`src/rtl/fetch_unit.sv`:
```
// fetch_unit: instruction fetch front end with a small in-order instruction buffer.
// Requests carry word-aligned PCs; responses return in order and are tagged with
// their PC on entry to the buffer. Redirects flush the buffer and discard any
// responses still in flight.
// Optional feature: define FETCH_ILLEGAL_CHECK_EN to add the inst_illegal output.
module fetch_unit #(
  parameter logic [31:0] RESET_PC   = 32'h0000_0000,
  parameter int          FIFO_DEPTH = 2
) (
  input  logic        clk,
  input  logic        rst_n,
  output logic        imem_req_valid,
  input  logic        imem_req_ready,
  output logic [31:0] imem_addr,
  input  logic        imem_rsp_valid,
  input  logic [31:0] imem_rsp_data,
  input  logic        redirect_valid,
  input  logic [31:0] redirect_pc,
  output logic        inst_valid,
  input  logic        inst_ready,
  output logic [31:0] inst_data,
  output logic [31:0] inst_pc,
  output logic [6:0]  inst_opcode
`ifdef FETCH_ILLEGAL_CHECK_EN
  ,
  output logic        inst_illegal
`endif
);

  localparam int AW = (FIFO_DEPTH > 1) ? $clog2(FIFO_DEPTH) : 1;
  localparam int CW = AW + 1;
  localparam logic [CW-1:0] DEPTH_C = CW'(FIFO_DEPTH);

  typedef enum logic {IDLE, RUN} state_t;

  state_t         state, state_nxt;
  logic           run;
  logic [31:0]    pc;
  logic [31:0]    rsp_pc;
  logic [CW-1:0]  outstanding;
  logic [CW-1:0]  outstanding_nxt;
  logic [CW-1:0]  drop_cnt;
  logic [CW-1:0]  count;
  logic [AW-1:0]  rd_ptr, wr_ptr;
  logic [31:0]    data_q [FIFO_DEPTH];
  logic [31:0]    pc_q   [FIFO_DEPTH];
  logic           pop, req_fire, rsp_accept, rsp_drop, fifo_wr, fifo_rd;
  logic [31:0]    redirect_target;
  logic           unused_ok;

  assign redirect_target = {redirect_pc[31:2], 2'b00};
  assign unused_ok       = &{1'b0, redirect_pc[1:0]};

  // State register: IDLE is held in reset and left on the first clock afterwards.
  always_ff @(posedge clk or negedge rst_n) begin
    if (!rst_n) state <= IDLE;
    else        state <= state_nxt;
  end

  // Next state: IDLE always moves to RUN, RUN is sticky until the next reset.
  always_comb begin
    state_nxt = state;
    case (state)
      IDLE:    state_nxt = RUN;
      RUN:     state_nxt = RUN;
      default: state_nxt = IDLE;
    endcase
  end

  // FSM output: fetching is only enabled while running.
  always_comb begin
    run = (state == RUN);
  end

  // Handshake decode; a consume this cycle frees a slot so the pipeline can stream at one per cycle.
  always_comb begin
    pop             = inst_valid && inst_ready;
    imem_req_valid  = run && ((outstanding + count - CW'(pop)) < DEPTH_C);
    imem_addr       = pc;
    req_fire        = imem_req_valid && imem_req_ready;
    rsp_accept      = imem_rsp_valid && (outstanding != '0);
    rsp_drop        = rsp_accept && (drop_cnt != '0);
    fifo_wr         = rsp_accept && !rsp_drop && !redirect_valid;
    fifo_rd         = pop && !redirect_valid;
    outstanding_nxt = outstanding + CW'(req_fire) - CW'(rsp_accept);
  end

  // Fetch PC: a redirect wins over an accepted request, which advances by one word.
  always_ff @(posedge clk or negedge rst_n) begin
    if (!rst_n)              pc <= RESET_PC;
    else if (redirect_valid) pc <= redirect_target;
    else if (req_fire)       pc <= pc + 32'd4;
  end

  // PC of the next response that will be kept; responses return in order so one register suffices.
  always_ff @(posedge clk or negedge rst_n) begin
    if (!rst_n)              rsp_pc <= RESET_PC;
    else if (redirect_valid) rsp_pc <= redirect_target;
    else if (fifo_wr)        rsp_pc <= rsp_pc + 32'd4;
  end

  // Requests accepted but not yet answered, including ones whose responses will be dropped.
  always_ff @(posedge clk or negedge rst_n) begin
    if (!rst_n) outstanding <= '0;
    else        outstanding <= outstanding_nxt;
  end

  // Drop counter: on redirect every response still owed belongs to the old path.
  always_ff @(posedge clk or negedge rst_n) begin
    if (!rst_n)              drop_cnt <= '0;
    else if (redirect_valid) drop_cnt <= outstanding_nxt;
    else if (rsp_drop)       drop_cnt <= drop_cnt - CW'(1);
  end

  // Buffer pointers and occupancy; a redirect empties the buffer outright.
  always_ff @(posedge clk or negedge rst_n) begin
    if (!rst_n) begin
      rd_ptr <= '0;
      wr_ptr <= '0;
      count  <= '0;
    end else if (redirect_valid) begin
      rd_ptr <= '0;
      wr_ptr <= '0;
      count  <= '0;
    end else begin
      if (fifo_wr) wr_ptr <= wr_ptr + AW'(1);
      if (fifo_rd) rd_ptr <= rd_ptr + AW'(1);
      count <= count + CW'(fifo_wr) - CW'(fifo_rd);
    end
  end

  // Buffer storage: instruction word paired with its fetch address.
  always_ff @(posedge clk) begin
    if (fifo_wr) begin
      data_q[wr_ptr] <= imem_rsp_data;
      pc_q[wr_ptr]   <= rsp_pc;
    end
  end

  // Head of the buffer drives decode directly; outputs read zero when nothing is buffered.
  always_comb begin
    inst_valid  = (count != '0);
    inst_data   = inst_valid ? data_q[rd_ptr] : 32'd0;
    inst_pc     = inst_valid ? pc_q[rd_ptr]   : 32'd0;
    inst_opcode = inst_data[6:0];
  end

`ifdef FETCH_ILLEGAL_CHECK_EN
  logic opcode_known;

  // Flag buffered words that are not 32-bit encodings or use an unsupported major opcode.
  always_comb begin
    case (inst_opcode)
      7'b0110011, 7'b0010011, 7'b0000011, 7'b0001111, 7'b1100111,
      7'b0100011, 7'b1100011, 7'b0110111, 7'b0010111, 7'b1101111:
        opcode_known = 1'b1;
      default:
        opcode_known = 1'b0;
    endcase
    inst_illegal = inst_valid && ((inst_data[1:0] != 2'b11) || !opcode_known);
  end
`endif

endmodule

```
`config.mk`:
```
export PLATFORM = sky130hd
export DESIGN_NAME = fetch_unit
export DESIGN_NICKNAME = d
export VERILOG_FILES = /design/src/rtl/fetch_unit.sv
export SDC_FILE = /design/constraint.sdc
export NUM_CORES = 1
export LEC_CHECK = 0
export BUFFER_PORTS_ARGS = -buffer_cell sky130_fd_sc_hd__buf_2
export CAP_MARGIN = 10
export CORE_MARGIN = 3
export CORE_UTILIZATION = 35
export DETAILED_ROUTE_END_ITERATION = 8
export PLACE_DENSITY_LB_ADDON = 0.3
export RECOVER_POWER = 25
export SLEW_MARGIN = 30
export SYNTH_ARGS = -nofsm -noshare
export SYNTH_HDL_FRONTEND = slang
export SYNTH_SLANG_ARGS = --single-unit
```
`constraint.sdc`:
```
create_clock -name clk -period 3.63 [get_ports clk]
set_input_delay 0.726 -clock clk [delete_from_list [all_inputs] [get_ports clk]]
set_output_delay 0.726 -clock clk [all_outputs]
set_load 0.02 [all_outputs]
```
==> flow_metrics.tcl <==
set metrics [dict create \
    grt_start_max_net_pins 79 \
    power_mw 6.13 \
    drv_cap 0 \
    start_util_pct 35.8 \
    design_area_mm2 0.0107 \
    path_max_fanout 12 \
    hpwl_um 14700 \
    gr-total-overflow 0 \
    boundaryPins 175 \
    grt.total_usage_pct 15.4 \
    clockBufferDepth 2 \
    synthFlopType "edfxtp_1" \
    cp.required_ns 2.90 \
    peakVddDrop_mv 0.254 \
    routabilityCongestion 0.769 \
    grt_pass1_vias 6240 \
    root_buffer "clkbuf_16" \
    ys_seq_area_share_pct 60.4 \
    syn_inst 744 \
    core_mm2 0.0253 \
    hold_violations 0 \
    vias 6284 \
    cts.sinks 193 \
    die_width_um 167 \
    dpl-instance-area_mm2 0.0102 \
    fin_worst_skew_ns 0.0105 \
    io_buffers 168 \
    routedWlPerCell_um 17.0 \
    synth-edff-count 124 \
    crit_type "reg2out" \
    via_per_inst 5.06 \
    die_h_um 167 \
    synthDistinctLibCells 55 \
    yosys.area.top_type_share_pct 41.2 \
    wl_um 21100 \
    clock.fmax_ghz 0.343 \
    h-tree-depth 4 \
    startpoint_type "flip-flop" \
    cts_setup_buffers 0 \
    die_area_mm2 0.0278 \
    power_density_mw_per_mm2 571 \
    slew_viol_final 0 \
    dr.pass1.iters 5 \
    cts_resized 0 \
    drtIter0Drc 429 \
    post_synth_main_area_contributors "edfxtp_1 41%, dfrtp_1 19%, mux2i_1 8.1%, nor2_1 4.5%, xnor2_1 2.1%" \
    grt_pass1_wl_um 34200 \
    clock_latency_ns 0.42 \
    syn-cell-area_mm2 0.00903 \
    synthArstFlopShare_pct 35.8 \
    cts_tree "done" \
    clk_pin_slew_ns 0.07 \
    rsz0062_at_grt "no" \
    num_antenna_cells 0 \
    drive_gt1_share_pct 23.1 \
    post-route-period-util_pct 80.4 \
    antenna_found_initial 0 \
    synth_top_cell_by_area "edfxtp_1" \
    end_kind "output pin" \
    drc 0 \
    numCtsBuffers 17 \
    hold_buffers 0 \
    postSynthAreaPerCell_um2 12.1 \
    outcome "finished, final reports clean" \
    tightest_slew_ns 1.49 \
    relSlewSlack_pct 0.943 \
    ys_ff_latch 193 \
    detail-route-antenna-nets 0 \
    setup_viol 0 \
    setup_tns_ns 0 \
    min_period_ns 2.92 \
    yosysWarnings 0 \
    hold_path_class "in2async" \
    final_net_count 975 \
    synthToLayoutAreaGrowth_pct 19.0 \
    fin_util_pct 42.6 \
    arrival_ns 2.19 \
    p_leak_nw 4.08 \
    fp-row-count 58 \
]
==> where the power goes <==
part / internal, mW / total [mW] / switching (mW)
Combinational: 0.558 / 1.54 / 0.986
Clock: 1.01 / 1.79 / 0.777
Sequential: 2.58 / 2.80 / 0.223
Total: 4.15 / 6.13 / 1.99
==> sequential cells by signal (all words and copies together), names as in the netlist, 2 cells and up <==
name and flops:
count 2, data_q 64, drop_cnt 2, imem_addr 30
outstanding 2, pc_q 60, rsp_pc 30
==> per-stage QoR <==
stage               instances  hold slack [ns]  worst slack [ns]
floorplan                 747            0.430             0.155
global placement         1209            0.480             0.903
detailed placement       1209            0.499             0.822
CTS                      1241           0.0711             0.692
global route             1241            0.101             0.540
finish                   1241            0.109             0.712
==> final timing paths <==
| path | startpoint | to | slack (ns) | depth (start not counted) |
|---|---|---|---|---|
| setup / recovery | count[0]$_DFF_PN0_ | imem_req_valid | 0.71 | 6 |
| hold / removal | rst_n | imem_addr[10]$_DFFE_PN0P_ | 0.11 | 1 |
| setup reg to reg | count[0]$_DFF_PN0_ | drop_cnt[1]$_DFFE_PN0P_ | 1.12 | 12 |
| hold reg to reg | rsp_pc[31]$_DFFE_PN0N_ | pc_q[0][31]$_DFFE_PP_ | 0.52 | 0 |
| max in group asynchronous | rst_n | imem_addr[28]$_DFFE_PN0P_ | 1.89 | 2 |
| min in group clk | imem_rsp_data[11] | data_q[1][11]$_DFFE_PP_ | 0.49 | 1 |
==> area by class of cell <==
| cell class | count | area [um^2] |
|---|---|---|
| inverters | 31 | 116 |
| multi-input cells | 472 | 3240 |
| flip-flops and latches | 193 | 5450 |
| fillers | 2464 | 14500 |
| well taps | 330 | 413 |
| clock buffers | 21 | 440 |
| repair buffers | 183 | 967 |
| clock inverters | 11 | 116 |
==> per-layer routing <==
layer  up-vias  wire, um  track usage (%)
li1       3042         -                -
met1      3031      9920             22.1
met2       193      9530             23.5
met3        18      1380             3.82
met4         0       244             3.84
met5         -         0                0
==> placed cells by master (no fill, tap or decap), types with 12 or more instances in the layout <==
master / instances
a2111oi_0: 13
a21oi_1: 15
a311oi_1: 20
and3_1: 13
buf_2: 152
clkbuf_1: 20
clkbuf_16: 17
dfrtp_1: 68
edfxtp_1: 124
inv_1: 30
mux2i_1: 73
nand2_1: 24
nand3_1: 24
nand4_1: 13
nor2_1: 107
nor2b_1: 12
xnor2_1: 22
xor2_1: 14
==> worst max-delay path, stage by stage, from the launching register on <==
cell and delay, ns:
dfrtp_1 0.45, nand2b_1 0.17, a21oi_1 0.44, o21ai_0 0.18, buf_4 0.21, and3_1 0.17
buf_2 0.15
==> cells in the mapped netlist, types with 4 or more instances <==
master     instances
nand4_1           13
o21ai_0            6
a21o_1            11
and4_1             7
ha_1               7
a21oi_1           15
clkbuf_1          34
dfrtp_1           69
o21a_1             4
nor2_1           109
and3_1            14
buf_4             11
nand3_1           24
nand2_1           24
and2_1             6
a311oi_1          20
inv_1             30
a2111oi_0         13
a211oi_1          10
xor2_1            14
edfxtp_1         124
nor3_1             8
nand2b_1           6
a221oi_1          10
nor2b_1           12
mux2i_1           73
o31ai_1            5
xnor2_1           22
==> logic make-up after synthesis <==
kind of cell / Yosys count / synth area share (%)
and+or+nand+nor: 241 / 13.5
DFF: 193 / 60.4
AOI/OAI and AO/OA: 107 / 9.08
buffers and inverters: 82 / 4.06
muxes: 76 / 8.47
xor gates and xnor gates: 36 / 3.49
adders and majority gates: 7 / 0.970
other: 2 / 0.0832
(Power assumes the default switching activity.)
